===== src/rtl/mem_access_seq_pkg.sv =====
// Shared MEM-stage access definitions: sequencer states, word geometry, byte-lane select.
// Imported by the MEM-stage sequencer, its lane mux, and the pipeline hazard logic.
package mem_access_seq_pkg;

    localparam int WORD_BYTES = 4;
    localparam int CNT_W      = $clog2(WORD_BYTES);

    typedef enum logic [1:0] {
        IDLE = 2'd0,
        XFER = 2'd1,
        RESP = 2'd2
    } seq_state_e;

    // One-hot lane mask for byte index idx within a word.
    function automatic logic [WORD_BYTES-1:0] lane_sel(input logic [CNT_W-1:0] idx);
        lane_sel      = '0;
        lane_sel[idx] = 1'b1;
    endfunction

endpackage


===== src/rtl/mem_byte_lane_mux.sv =====
// Byte-lane steering: picks the store byte for the current lane and inserts the read byte.
// Latency: combinational.
// Backpressure: none, pure datapath.
module mem_byte_lane_mux
    import mem_access_seq_pkg::*;
#(
    parameter int BYTE_W = 8
) (
    input  logic [CNT_W-1:0]             lane,
    input  logic [WORD_BYTES*BYTE_W-1:0] wdata,
    input  logic [WORD_BYTES*BYTE_W-1:0] acc,
    input  logic [BYTE_W-1:0]            rd_byte,
    output logic [BYTE_W-1:0]            wr_byte,
    output logic [WORD_BYTES*BYTE_W-1:0] acc_next
);

    logic [WORD_BYTES-1:0] sel;

    always_comb begin
        sel      = lane_sel(lane);
        wr_byte  = '0;
        acc_next = acc;
        for (int i = 0; i < WORD_BYTES; i++) begin
            if (sel[i]) begin
                wr_byte                       = wdata[i*BYTE_W +: BYTE_W];
                acc_next[i*BYTE_W +: BYTE_W]  = rd_byte;
            end
        end
    end

endmodule


===== src/rtl/mem_access_seq.sv =====
// MEM-stage sequencer: splits a byte/word load or store into byte cycles on an 8-bit memory.
// Latency: word = 4 byte cycles + 1 response cycle, byte = 1 + 1; accepts again in the following IDLE.
// Backpressure: req_ready only in IDLE, busy stalls the pipeline; response is never held off.
module mem_access_seq
    import mem_access_seq_pkg::*;
#(
    parameter int ADDR_W = 8,
    parameter int BYTE_W = 8
) (
    input  logic                         clk,
    input  logic                         rst,
    input  logic                         req_valid,
    output logic                         req_ready,
    input  logic                         req_we,
    input  logic                         req_word,
    input  logic [ADDR_W-1:0]            req_addr,
    input  logic [WORD_BYTES*BYTE_W-1:0] req_wdata,
    output logic                         resp_valid,
    output logic [WORD_BYTES*BYTE_W-1:0] resp_rdata,
    output logic                         busy,
    output logic [ADDR_W-1:0]            mem_address,
    output logic                         mem_wren,
    output logic [BYTE_W-1:0]            mem_w_data,
    input  logic [BYTE_W-1:0]            mem_r_data
);

    localparam int DATA_W = WORD_BYTES * BYTE_W;

    seq_state_e        state, state_nxt;
    logic [CNT_W-1:0]  cnt;
    logic              we_q;
    logic              word_q;
    logic [ADDR_W-1:0] base_q;
    logic [DATA_W-1:0] wdata_q;
    logic [DATA_W-1:0] acc;
    logic [DATA_W-1:0] acc_next;
    logic [DATA_W-1:0] rdata_q;
    logic [BYTE_W-1:0] wr_byte;
    logic              last_byte;
    logic              accept;

    mem_byte_lane_mux #(.BYTE_W(BYTE_W)) u_lane_mux (
        .lane     (cnt),
        .wdata    (wdata_q),
        .acc      (acc),
        .rd_byte  (mem_r_data),
        .wr_byte  (wr_byte),
        .acc_next (acc_next)
    );

    // cnt parks on the last lane after an access so address/data hold their final value.
    always_ff @(posedge clk or posedge rst) begin
        if (rst) begin
            state   <= IDLE;
            cnt     <= '0;
            we_q    <= 1'b0;
            word_q  <= 1'b0;
            base_q  <= '0;
            wdata_q <= '0;
            acc     <= '0;
            rdata_q <= '0;
        end else begin
            state <= state_nxt;
            if (accept) begin
                we_q    <= req_we;
                word_q  <= req_word;
                base_q  <= req_addr;
                wdata_q <= req_wdata;
                cnt     <= '0;
                acc     <= '0;
            end
            if (state == XFER) begin
                if (!we_q) begin
                    acc <= acc_next;
                end
                if (last_byte) begin
                    rdata_q <= we_q ? '0 : acc_next;
                end else begin
                    cnt <= cnt + 1'b1;
                end
            end
        end
    end

    always_comb begin
        state_nxt  = state;
        req_ready  = (state == IDLE);
        busy       = (state != IDLE);
        resp_valid = (state == RESP);
        mem_wren   = !((state == XFER) && we_q);
        last_byte  = !word_q || (cnt == CNT_W'(WORD_BYTES - 1));
        accept     = req_valid && (state == IDLE);
        case (state)
            IDLE:    if (accept) state_nxt = XFER;
            XFER:    if (last_byte) state_nxt = RESP;
            RESP:    state_nxt = IDLE;
            default: state_nxt = IDLE;
        endcase
    end

    assign mem_address = base_q + ADDR_W'(cnt);
    assign mem_w_data  = wr_byte;
    assign resp_rdata  = rdata_q;

endmodule


===== config.mk =====
export PLATFORM = sky130hd
export DESIGN_NAME = mem_access_seq
export DESIGN_NICKNAME = d
export VERILOG_FILES = /design/src/rtl/mem_access_seq_pkg.sv /design/src/rtl/mem_byte_lane_mux.sv /design/src/rtl/mem_access_seq.sv
export SDC_FILE = /design/constraint.sdc
export NUM_CORES = 1
export LEC_CHECK = 0
export ABC_AREA = 1
export ABC_CLOCK_PERIOD_IN_PS = 3350
export BUFFER_PORTS_ARGS = -buffer_cell sky130_fd_sc_hd__buf_2
export CORE_ASPECT_RATIO = 0.8
export CORE_UTILIZATION = 50
export CTS_BUF_LIST = sky130_fd_sc_hd__clkbuf_4 sky130_fd_sc_hd__clkbuf_8 sky130_fd_sc_hd__clkbuf_16
export CTS_CLUSTER_SIZE = 28
export DETAILED_ROUTE_END_ITERATION = 8
export PLACE_DENSITY_LB_ADDON = 0.08
export SLEW_MARGIN = 20
export SYNTH_ARGS = -nofsm -noshare
export SYNTH_HDL_FRONTEND = slang
export SYNTH_SLANG_ARGS = --single-unit

===== constraint.sdc =====
create_clock -name clk -period 3.35 [get_ports clk]
set_input_delay 0.67 -clock clk [delete_from_list [all_inputs] [get_ports clk]]
set_output_delay 0.67 -clock clk [all_outputs]
set_load 0.005 [all_outputs]

Yosys cells after proc, flatten, opt, wreduce, memory -nomap -nowiden --
Cells that the tools add are included.
Storage, ports and cells: bits in registers 110, bits of input ports 53, output and inout bits 52, logic and storage cells 47
Cells by class: add/subtract/negate cells 2, magnitude comparators 2, equality and inequality tests 5, muxes and demuxes 20, reductions and logical operators 10
Operators by type and width (number):
- 32-bit 2-to-1 mux | 4
- 8-bit 2-to-1 mux | 8
- 2-bit 2-to-1 mux | 5
- 8-bit by 2-bit adder with 8-bit output | 1
- 2-bit == test, second input constant | 2
- 2-bit one-hot mux with 2 select lines | 1
- 2-bit AND reduction | 2
- 1-bit logical AND | 3
- 2-bit by 3-bit < comparator with 1-bit output, second input constant | 1
- 2-bit by 1-bit adder with 2-bit output, second input constant | 1
- 1-bit demux with 2-bit select | 1
- 2-bit by 1-bit == test with 1-bit output, second input constant | 1
- 2-bit by 1-bit greater-or-equal comparator with 1-bit output, second input constant | 1
- 1-bit zero test | 2
- 2-bit zero test | 1
- 2-bit by 1-bit != test with 1-bit output, second input constant | 1
- 2-bit != test, second input constant | 1
- 2-bit nonzero test | 1
- 1-bit logical OR | 1
- 1-bit 2-to-1 mux | 1

Logic depth before layout (Yosys ltp) --
Gate-level depths: netlist of the first run.
depth after elaboration 8, mapped depth 9, mapped depth without buffers 7

Hierarchy --
Synthesis of the first run repeated with hierarchy kept, for this count alone.
Unflattened totals: cell total of the unflattened synthesis 702, area, all modules 5507.8 um^2
Modules (own cells, without submodules):
- mem_access_seq | instances 1, cells each 575, area an instance 4709.5 um^2, seq. area each 2752.6 um^2
- mem_byte_lane_mux | instances 1, cells each 127, area an instance 798.3 um^2, seq. area each 0.0 um^2

Worst setup path after synthesis of the first run --
OpenSTA, ideal clock, no wires.
path type flip-flop to output port, from reg cnt[1], to out mem_w_data[2], data arrival time 1.383 ns, data required time 2.680 ns, setup slack 1.297 ns, cell stages (with the launch flop) 10, buffers on the path 2, cells stage by stage dfrtp_1 inv_1 ha_1 buf_4 inv_1 buf_2 nand3_1 nand3_1 nand2_1 nand2_1
On the way: word-level cells in the longest chain between the ends 8, elaborated cells between the ends (all ways) 9, those cells by class order compare (2); mux (6); reduce/logical (1)
RTL lines:
- start: declaration | line mem_access_seq.sv:30 | logic [CNT_W-1:0] cnt;
- start signal: assignment | line mem_access_seq.sv:79 | cnt <= cnt + 1'b1;
- 2-bit by 3-bit < comparator with 1-bit output (implied by the code) or 2-bit by 1-bit greater-or-equal comparator with 1-bit output (tied branches) | line mem_access_seq_pkg.sv:17 | lane_sel[idx] = 1'b1;
- 1-bit logical AND (implied by the code) | line mem_access_seq_pkg.sv:17
- 1-bit 2-to-1 mux (implied by the code) | line mem_access_seq_pkg.sv:17
- 1-bit demux with 2-bit select (*)
- 8-bit 2-to-1 mux (3 in a row) | line mem_byte_lane_mux.sv:24 | if (sel[i]) begin
- 8-bit 2-to-1 mux (*) | line mem_byte_lane_mux.sv:24
- end: declaration | line mem_access_seq.sv:23 | output logic [BYTE_W-1:0] mem_w_data,
Every way passes the cells marked *; elsewhere a longest branch is shown, timed or not.

Worst setup path in the final report of the first run --
from reg cnt[1], to out mem_w_data[6]
Same word-level chain as after synthesis.

==> results of run 1 <==
==> registers in the layout, indices dropped and copies added, names as in the netlist <==
name and count:
word_q 1, cnt 2, base_q 8, we_q 1
resp_rdata 32, state 2, acc 32, wdata_q 32
==> per-stage QoR <==
stage	hold WS, ns	instances	setup WS (ns)	util, %	instance area, sq um
after floorplan	0.4417	663	1.297	-	5339
after global placement	0.4551	873	0.6583	56.92	5876
after detailed placement	0.4608	873	0.5833	56.92	5876
after CTS	0.4343	887	0.2009	59.81	6173
after global routing	0.4759	887	0.01567	59.83	6176
final	0.4182	887	0.2295	59.83	6176
==> final cells by class <==
cell class | count | area (sq um)
clock buffer | 13 | 267.8
clock inverter | 1 | 30.03
fill | 984 | 4146
inverter | 59 | 225.2
multi-input combinational | 451 | 2112
sequential | 110 | 2753
tap | 140 | 175.2
timing repair buffer | 113 | 613.1
==> power by group <==
part | switching [W] | internal [W] | leakage [nW]
Combinational | 0.00143 | 0.000763 | 1.70
Sequential | 0.000288 | 0.00180 | 1.44
Clock | 0.000449 | 0.000629 | 0.149
Total | 0.00217 | 0.00319 | 3.29
==> cell families after synthesis <==
| logic type | Yosys count | share of synthesized area [%] |
|---|---|---|
| adder cells (fa/ha/maj) | 7 | 1.782 |
| flip-flops | 110 | 51.59 |
| AO/OA/AOI/OAI | 80 | 8.701 |
| XOR/XNOR | 3 | 0.4926 |
| buffers and inverters | 102 | 8.912 |
| AND/OR/NAND/NOR | 361 | 28.52 |
==> how the worst max path moves through the flow <==
stage,slack (ns),endpoint,start
2_1_floorplan,1.30,mem_w_data[2],cnt[1]$_DFF_PP0_
3_3_place_gp,0.66,mem_w_data[6],cnt[1]$_DFF_PP0_
3_5_place_dp,0.58,mem_w_data[6],cnt[1]$_DFF_PP0_
4_1_cts,0.20,mem_w_data[6],cnt[1]$_DFF_PP0_
5_1_grt,0.02,mem_w_data[0],cnt[1]$_DFF_PP0_
6_report,0.23,mem_w_data[6],cnt[1]$_DFF_PP0_
==> routing by layer <==
| metal | share of wire (%) | vias up |
|---|---|---|
| li1 | - | 2279 |
| met2 | 45 | 166 |
| met1 | 47 | 2188 |
| met3 | 6.8 | 10 |
| met5 | 0 | - |
| met4 | 1.0 | 0 |
==> worst max-delay path, delay by kind of cell (launching register included) <==
family	cells	cell delay, ns
AND/OR/NAND/NOR	2	0.25
AO/OA/AOI/OAI	1	0.15
buffers and inverters	3	0.69
adder cells (fa/ha/maj)	1	0.54
flip-flops	1	0.47
==> layout by cell type, fill, tap and decap left out, types with 2 or more instances in the layout <==
cell / n
dfrtp_1: 110
clkbuf_4: 2
inv_2: 3
ha_1: 6
buf_2: 104
nand2_1: 216
a21oi_1: 15
nand2_2: 3
xor2_1: 2
o21ai_0: 36
nand3_1: 115
o21ai_2: 17
buf_12: 2
clkbuf_16: 9
clkbuf_8: 2
buf_4: 7
nand3b_1: 2
inv_1: 54
nor2_1: 22
o21ai_1: 12
==> results.tsv, run 1 <==
stage	metric	value	unit
status	status	completed	
synthesis	syn avg cell area	8.047	sq um
die	die extent in x	117.5	microns
sta	minimum clock period	3.120	ns
sta	Slew Limit Fails	0	
synthesis	dominant cells by area after synthesis	dfrtp_1, nand2_1, nand3_1, inv_1, o21ai_0	
place	DP HPWL	8545	microns
cts	Clock Pin Slew Worst Setup and Hold Paths	0.06	ns
final_layout	n_diodes	0	
global_routing	met3 GRT Util	4.589	%
setup_path	crit-path max FO	17	
setup_path	R2R Path Start	cnt[1]$_DFF_PP0_	
route	routed len/inst	14.33	microns
route	DRC viols	0	
cts	TritonCTS Sinks	110	
sta	worst-margin pin slew	0.9219	ns
place	I/O Buffers	104	
global_routing	met1 usage	35.63	%
setup_path	critical path's most frequent cell	inv_1	
cts	Clk Latency, worst-skew pair	0.35	ns
setup_path	CP max stage cell	ha_1	
cts	clk buf depth	2	
global_routing	grt met2 use	37.82	%
synthesis	syn_nets	723	
setup_path	Worst path max stage delay	0.54	ns
sta	Fmax achieved	320.5	MHz
power	Overall Power	0.005358	W
synthesis	Post-Synthesis Cells	663	
setup_path	crit path cell chain	inv_1 > ha_1 > inv_1 > nand2_1 > nand3_1 > a21oi_1 > buf_2	
synthesis	YS warnings	0	
synthesis	Post-synth EDFFs	0	
setup_path	critical path type	register to output pin	
cts	CTS H-tree lvls	3	
sta	final setup skew	0.005190	ns
synthesis	Yosys reg bits	110	
die	core area	0.01032	sq mm
synthesis	Synth cell types	25	
global_routing	largest net degree at the start of global routing	66	
synthesis	sequential area share after synthesis	51.59	%
power	VDD IR max	454.1	uV
run	Max-cap violations	0	
setup_path	arrival time worst endpoint	2.45	ns
cts	Setup Fix Bufs, Post-CTS	0	
die	die area	0.01109	sq mm
sta	Final Cycle Share	93.15	%
cts	# hold bufs at CTS	0	
global_routing	first-pass GRT wire length	21470	microns
min_path	Hold Path Class	input pin to asynchronous set/reset pin	
place	Final GP Congestion	0.8510	
route	Antenna Nets Post-Route	0	
cts	CTS tree	yes	
synthesis	cell taking the most area after synthesis	dfrtp_1	
final_layout	Area growth syn-to-layout	15.76	%
final_layout	layout cells sized above 1	20.48	%
die	Die Y-Extent	94.39	microns
route	final WL	12710	microns
route	routed via count	4643	
cts	CTS root buf	clkbuf_16	
global_routing	number of global-route vias before repair	4404	
synthesis	Synth async-reset ratio	100.0	%
die	num rows	33	
cts	cts bufs inserted	9	
die	I/O pin total	105	
setup_path	Critical Path Sink Type	output pin	
setup_path	R2R Setup Slk	1.03	ns
synthesis	Most used DFF post-synth	dfrtp_1	
setup_path	Required @ worst endpoint	2.68	ns
synthesis	Yosys top cell area share	51.59	%
final_layout	nets@finish	804	
sta	# setup viols final	0	
route	drt pass-1 iters	5	
global_routing	gr busiest metal	met2	
die	Initial Util	51.68	%
sta	RSZ-0062 raised after global routing	false	
synthesis	Commonest cells post-synth	nand2_1, nand3_1, dfrtp_1, inv_1, o21ai_0	
global_routing	Overflow after GRT	0	
setup_path	r2r worst-path depth	7	
synthesis	count leader, synth	nand2_1	
power	Pleak	3.292	nW
route	DRC marker count from the first detailed-route iteration	266	
sta	Max-Slew Margin vs Limit	38.47	%
synthesis	Synth Cell Area	0.005335	sq mm
global_routing	Global Route Usage Sum	24.62	%
route	Avg Vias per Cell	5.234	
power	P per Cell Area	867.6	mW/mm^2
global_routing	initial antenna violation count	0	
setup_path	CP startpoint kind	register	
sta	Final Hold Fails	0	
cts	CTS resizes	0	
setup_path	RR Endpoint	resp_rdata[9]$_DFFE_PP0P_	
sta	TNS Setup	0	ns
No activity file was read; power rests on OpenSTA's default activity.
==> run 2, diff against run 1 <==
--- a/config.mk
+++ b/config.mk
@@ -6,10 +6,11 @@
 export NUM_CORES = 1
 export LEC_CHECK = 0
 export ABC_AREA = 1
-export ABC_CLOCK_PERIOD_IN_PS = 3350
+export ABC_CLOCK_PERIOD_IN_PS = 3700
 export BUFFER_PORTS_ARGS = -buffer_cell sky130_fd_sc_hd__buf_2
+export CAP_MARGIN = 0
 export CORE_ASPECT_RATIO = 0.8
-export CORE_UTILIZATION = 50
+export CORE_UTILIZATION = 60
 export CTS_BUF_LIST = sky130_fd_sc_hd__clkbuf_4 sky130_fd_sc_hd__clkbuf_8 sky130_fd_sc_hd__clkbuf_16
 export CTS_CLUSTER_SIZE = 28
 export DETAILED_ROUTE_END_ITERATION = 8
==> constraint.sdc (replaced) <==
create_clock -name clk -period 3.7 [get_ports clk]
set_input_delay 0.74 -clock clk [delete_from_list [all_inputs] [get_ports clk]]
set_output_delay 0.74 -clock clk [all_outputs]
set_load 0.005 [all_outputs]
==> run 2 against run 1 <==
  * Clock skew up 0.0064 ns
  * Hold slack better by 0.059 ns
  * Final cell count down 2.9%
  * Design area down 2.7%
  * Non-clock buffer count up 1
==> results.tsv, run 2 (synthesis gave the netlist of run 1 again) <==
stage	metric	value	unit	change
run	Max-cap violations	0		unchanged
cts	CTS resizes	0		unchanged
global_routing	Global Route Usage Sum	29.83	%	+5.2 points
cts	CTS tree	yes		
power	Combinational Power Share	44.1	%	+3.2 points
die	die extent in x	107.4	microns	-8.6%
setup_path	R2R Setup Slk	1.31	ns	+0.28 ns
sta	Fmax achieved	297.4	MHz	
route	drt pass-1 iters	5		unchanged
power	switching part of the total	43.60	%	+3.2 points
setup_path	RR Endpoint	acc[27]$_DFF_PP0_		
min_path	Hold Path Class	input pin to asynchronous set/reset pin		
final_layout	most common cell after layout, fill and taps aside	nand2_1		
final_layout	layout cells sized above 1	20.56	%	+0.079 points
route	Antenna Nets Post-Route	0		unchanged
global_routing	Overflow after GRT	0		unchanged
route	DRC marker count from the first detailed-route iteration	412		+55%
sta	Final Cycle Share	90.87	%	
final_layout	fillers	731		-26%
sta	Max-Slew Margin vs Limit	37.77	%	-0.70 points
global_routing	number of global-route vias before repair	4415		+0.25%
sta	RSZ-0062 raised after global routing	false		
cts	Setup Fix Bufs, Post-CTS	0		unchanged
status	status	completed		
cts	clk buf depth	2		unchanged
global_routing	first-pass GRT wire length	21290	microns	-0.83%
power	Pleak	3.229	nW	-1.9%
cts	# hold bufs at CTS	0		unchanged
die	Initial Util	62.34	%	+11 points
sta	minimum clock period	3.362	ns	
final_layout	fin cells	861		-2.9%
route	final WL	12950	microns	+1.8%
place	I/O Buffers	104		unchanged
final_layout	Layout Utilization	70.19	%	+10 points
global_routing	largest net degree at the start of global routing	58		-12%
cts	CTS H-tree lvls	3		unchanged
power	clock group share of total power	14.6	%	-5.5 points
route	DRC viols	0		unchanged
route	Avg Vias per Cell	5.448		+4.1%
cts	Clock Pin Slew Worst Setup and Hold Paths	0.10	ns	+0.04 ns
cts	cts bufs inserted	9		unchanged
power	Seq pwr share	41.4	%	+2.4 points
die	num rows	30		-9.1%
place	DP HPWL	8842	microns	+3.5%
final_layout	Area growth syn-to-layout	12.59	%	
global_routing	initial antenna violation count	0		unchanged
sta	tightest hold margin	0.4773	ns	+0.05917 ns
setup_path	CP startpoint kind	register		
cts	CTS root buf	clkbuf_8		
setup_path	Critical Path Sink Type	output pin		
setup_path	Required @ worst endpoint	2.96	ns	+0.28 ns
sta	worst-margin pin slew	0.9325	ns	+0.01054 ns
place	dpl cells	846		-3.1%
setup_path	Worst setup startpoint	cnt[1]$_DFF_PP0_		
sta	# setup viols final	0		unchanged
power	P per Cell Area	762.3	mW/mm^2	-12%
route	routed via count	4691		+1.0%
setup_path	arrival time worst endpoint	2.62	ns	+0.17 ns
power	internal power	0.002583	W	-19%
power	sw power	0.001996	W	-7.8%
die	Die Y-Extent	86.34	microns	-8.5%
sta	TNS Setup	0	ns	unchanged
final_layout	nets@finish	805		+0.12%
setup_path	crit-path max FO	17		unchanged
final_layout	commonest cells after routing, fill and taps aside	nand2_1, nand3_1, dfrtp_1, buf_2, inv_1		
die	die area	0.009275	sq mm	-16%
die	I/O pin total	105		unchanged
cts	TritonCTS Sinks	110		unchanged
die	core area	0.008558	sq mm	-17%
setup_path	R2R Path Start	state[1]$_DFFE_PP0P_		
sta	final setup skew	0.01154	ns	+0.006352 ns
setup_path	r2r worst-path depth	5		-2
route	routed len/inst	15.03	microns	+4.9%
setup_path	critical path type	register to output pin		
place	Final GP Congestion	0.8312		-2.3%
final_layout	n_diodes	0		unchanged
power	VDD IR max	348.5	uV	-23%
sta	Slew Limit Fails	0		unchanged
sta	Final Hold Fails	0		unchanged
cts	Clk Latency, worst-skew pair	0.38	ns	+0.03 ns
==> run 2: how the worst max path moves through the flow <==
stage / slack (ns) / depth (start not counted) / endpoint
finish: 0.34 / 7 / mem_w_data[7]
global route: 0.20 / 7 / mem_w_data[7]
CTS: 0.39 / 7 / mem_w_data[7]
detailed placement: 0.84 / 7 / mem_w_data[7]
global placement: 0.96 / 7 / mem_w_data[0]
floorplan: 0.06 / 1 / acc[0]$_DFF_PP0_
==> run 2: per-stage QoR <==
stage	cell area [sq um]	total power, W	worst slack, ns
floorplan	5335	0.003336	0.05770
global placement	5834	0.003844	0.9607
detailed placement	5834	0.003926	0.8423
CTS	6007	0.004594	0.3932
global route	6007	0.004966	0.1955
finish	6007	0.004579	0.3378
==> run 2: layer usage <==
layer | GRT usage, % | routed length (microns) | vias to the layer above
li1 | - | - | 2277
met1 | 42.14 | 5798 | 2205
met2 | 46.69 | 6055 | 182
met3 | 6.617 | 862 | 27
met4 | 8.717 | 229 | 0
met5 | 0 | 0 | -
==> run 2: final cells by class <==
type / count / area [sq um] / area share [%]
clock buffers: 10 / 131.4 / 2.187
flip-flops and latches: 110 / 2753 / 45.82
repair buffers: 114 / 608.1 / 10.12
clock inverters: 5 / 41.29 / 0.6874
well taps: 112 / 140.1 / 2.333
inverters: 59 / 224.0 / 3.728
multi-input cells: 451 / 2110 / 35.12
==> run 2: critical path, stage by stage (launching register included) <==
cell and delay [ns]:
dfrtp_1 0.48, inv_1 0.12, ha_1 0.60, inv_1 0.47, nand2_1 0.17, nand3_1 0.09, a21oi_1 0.18, buf_2 0.14
==> run 2: power by group through the flow <==
stage          logic, W  registers (W)  clock network, W
2_1_floorplan   0.00148        0.00186                 0
3_3_place_gp    0.00195        0.00189                 0
3_5_place_dp    0.00201        0.00191                 0
4_1_cts         0.00202        0.00189          0.000681
5_1_grt         0.00230        0.00194          0.000729
6_report        0.00202        0.00189          0.000667
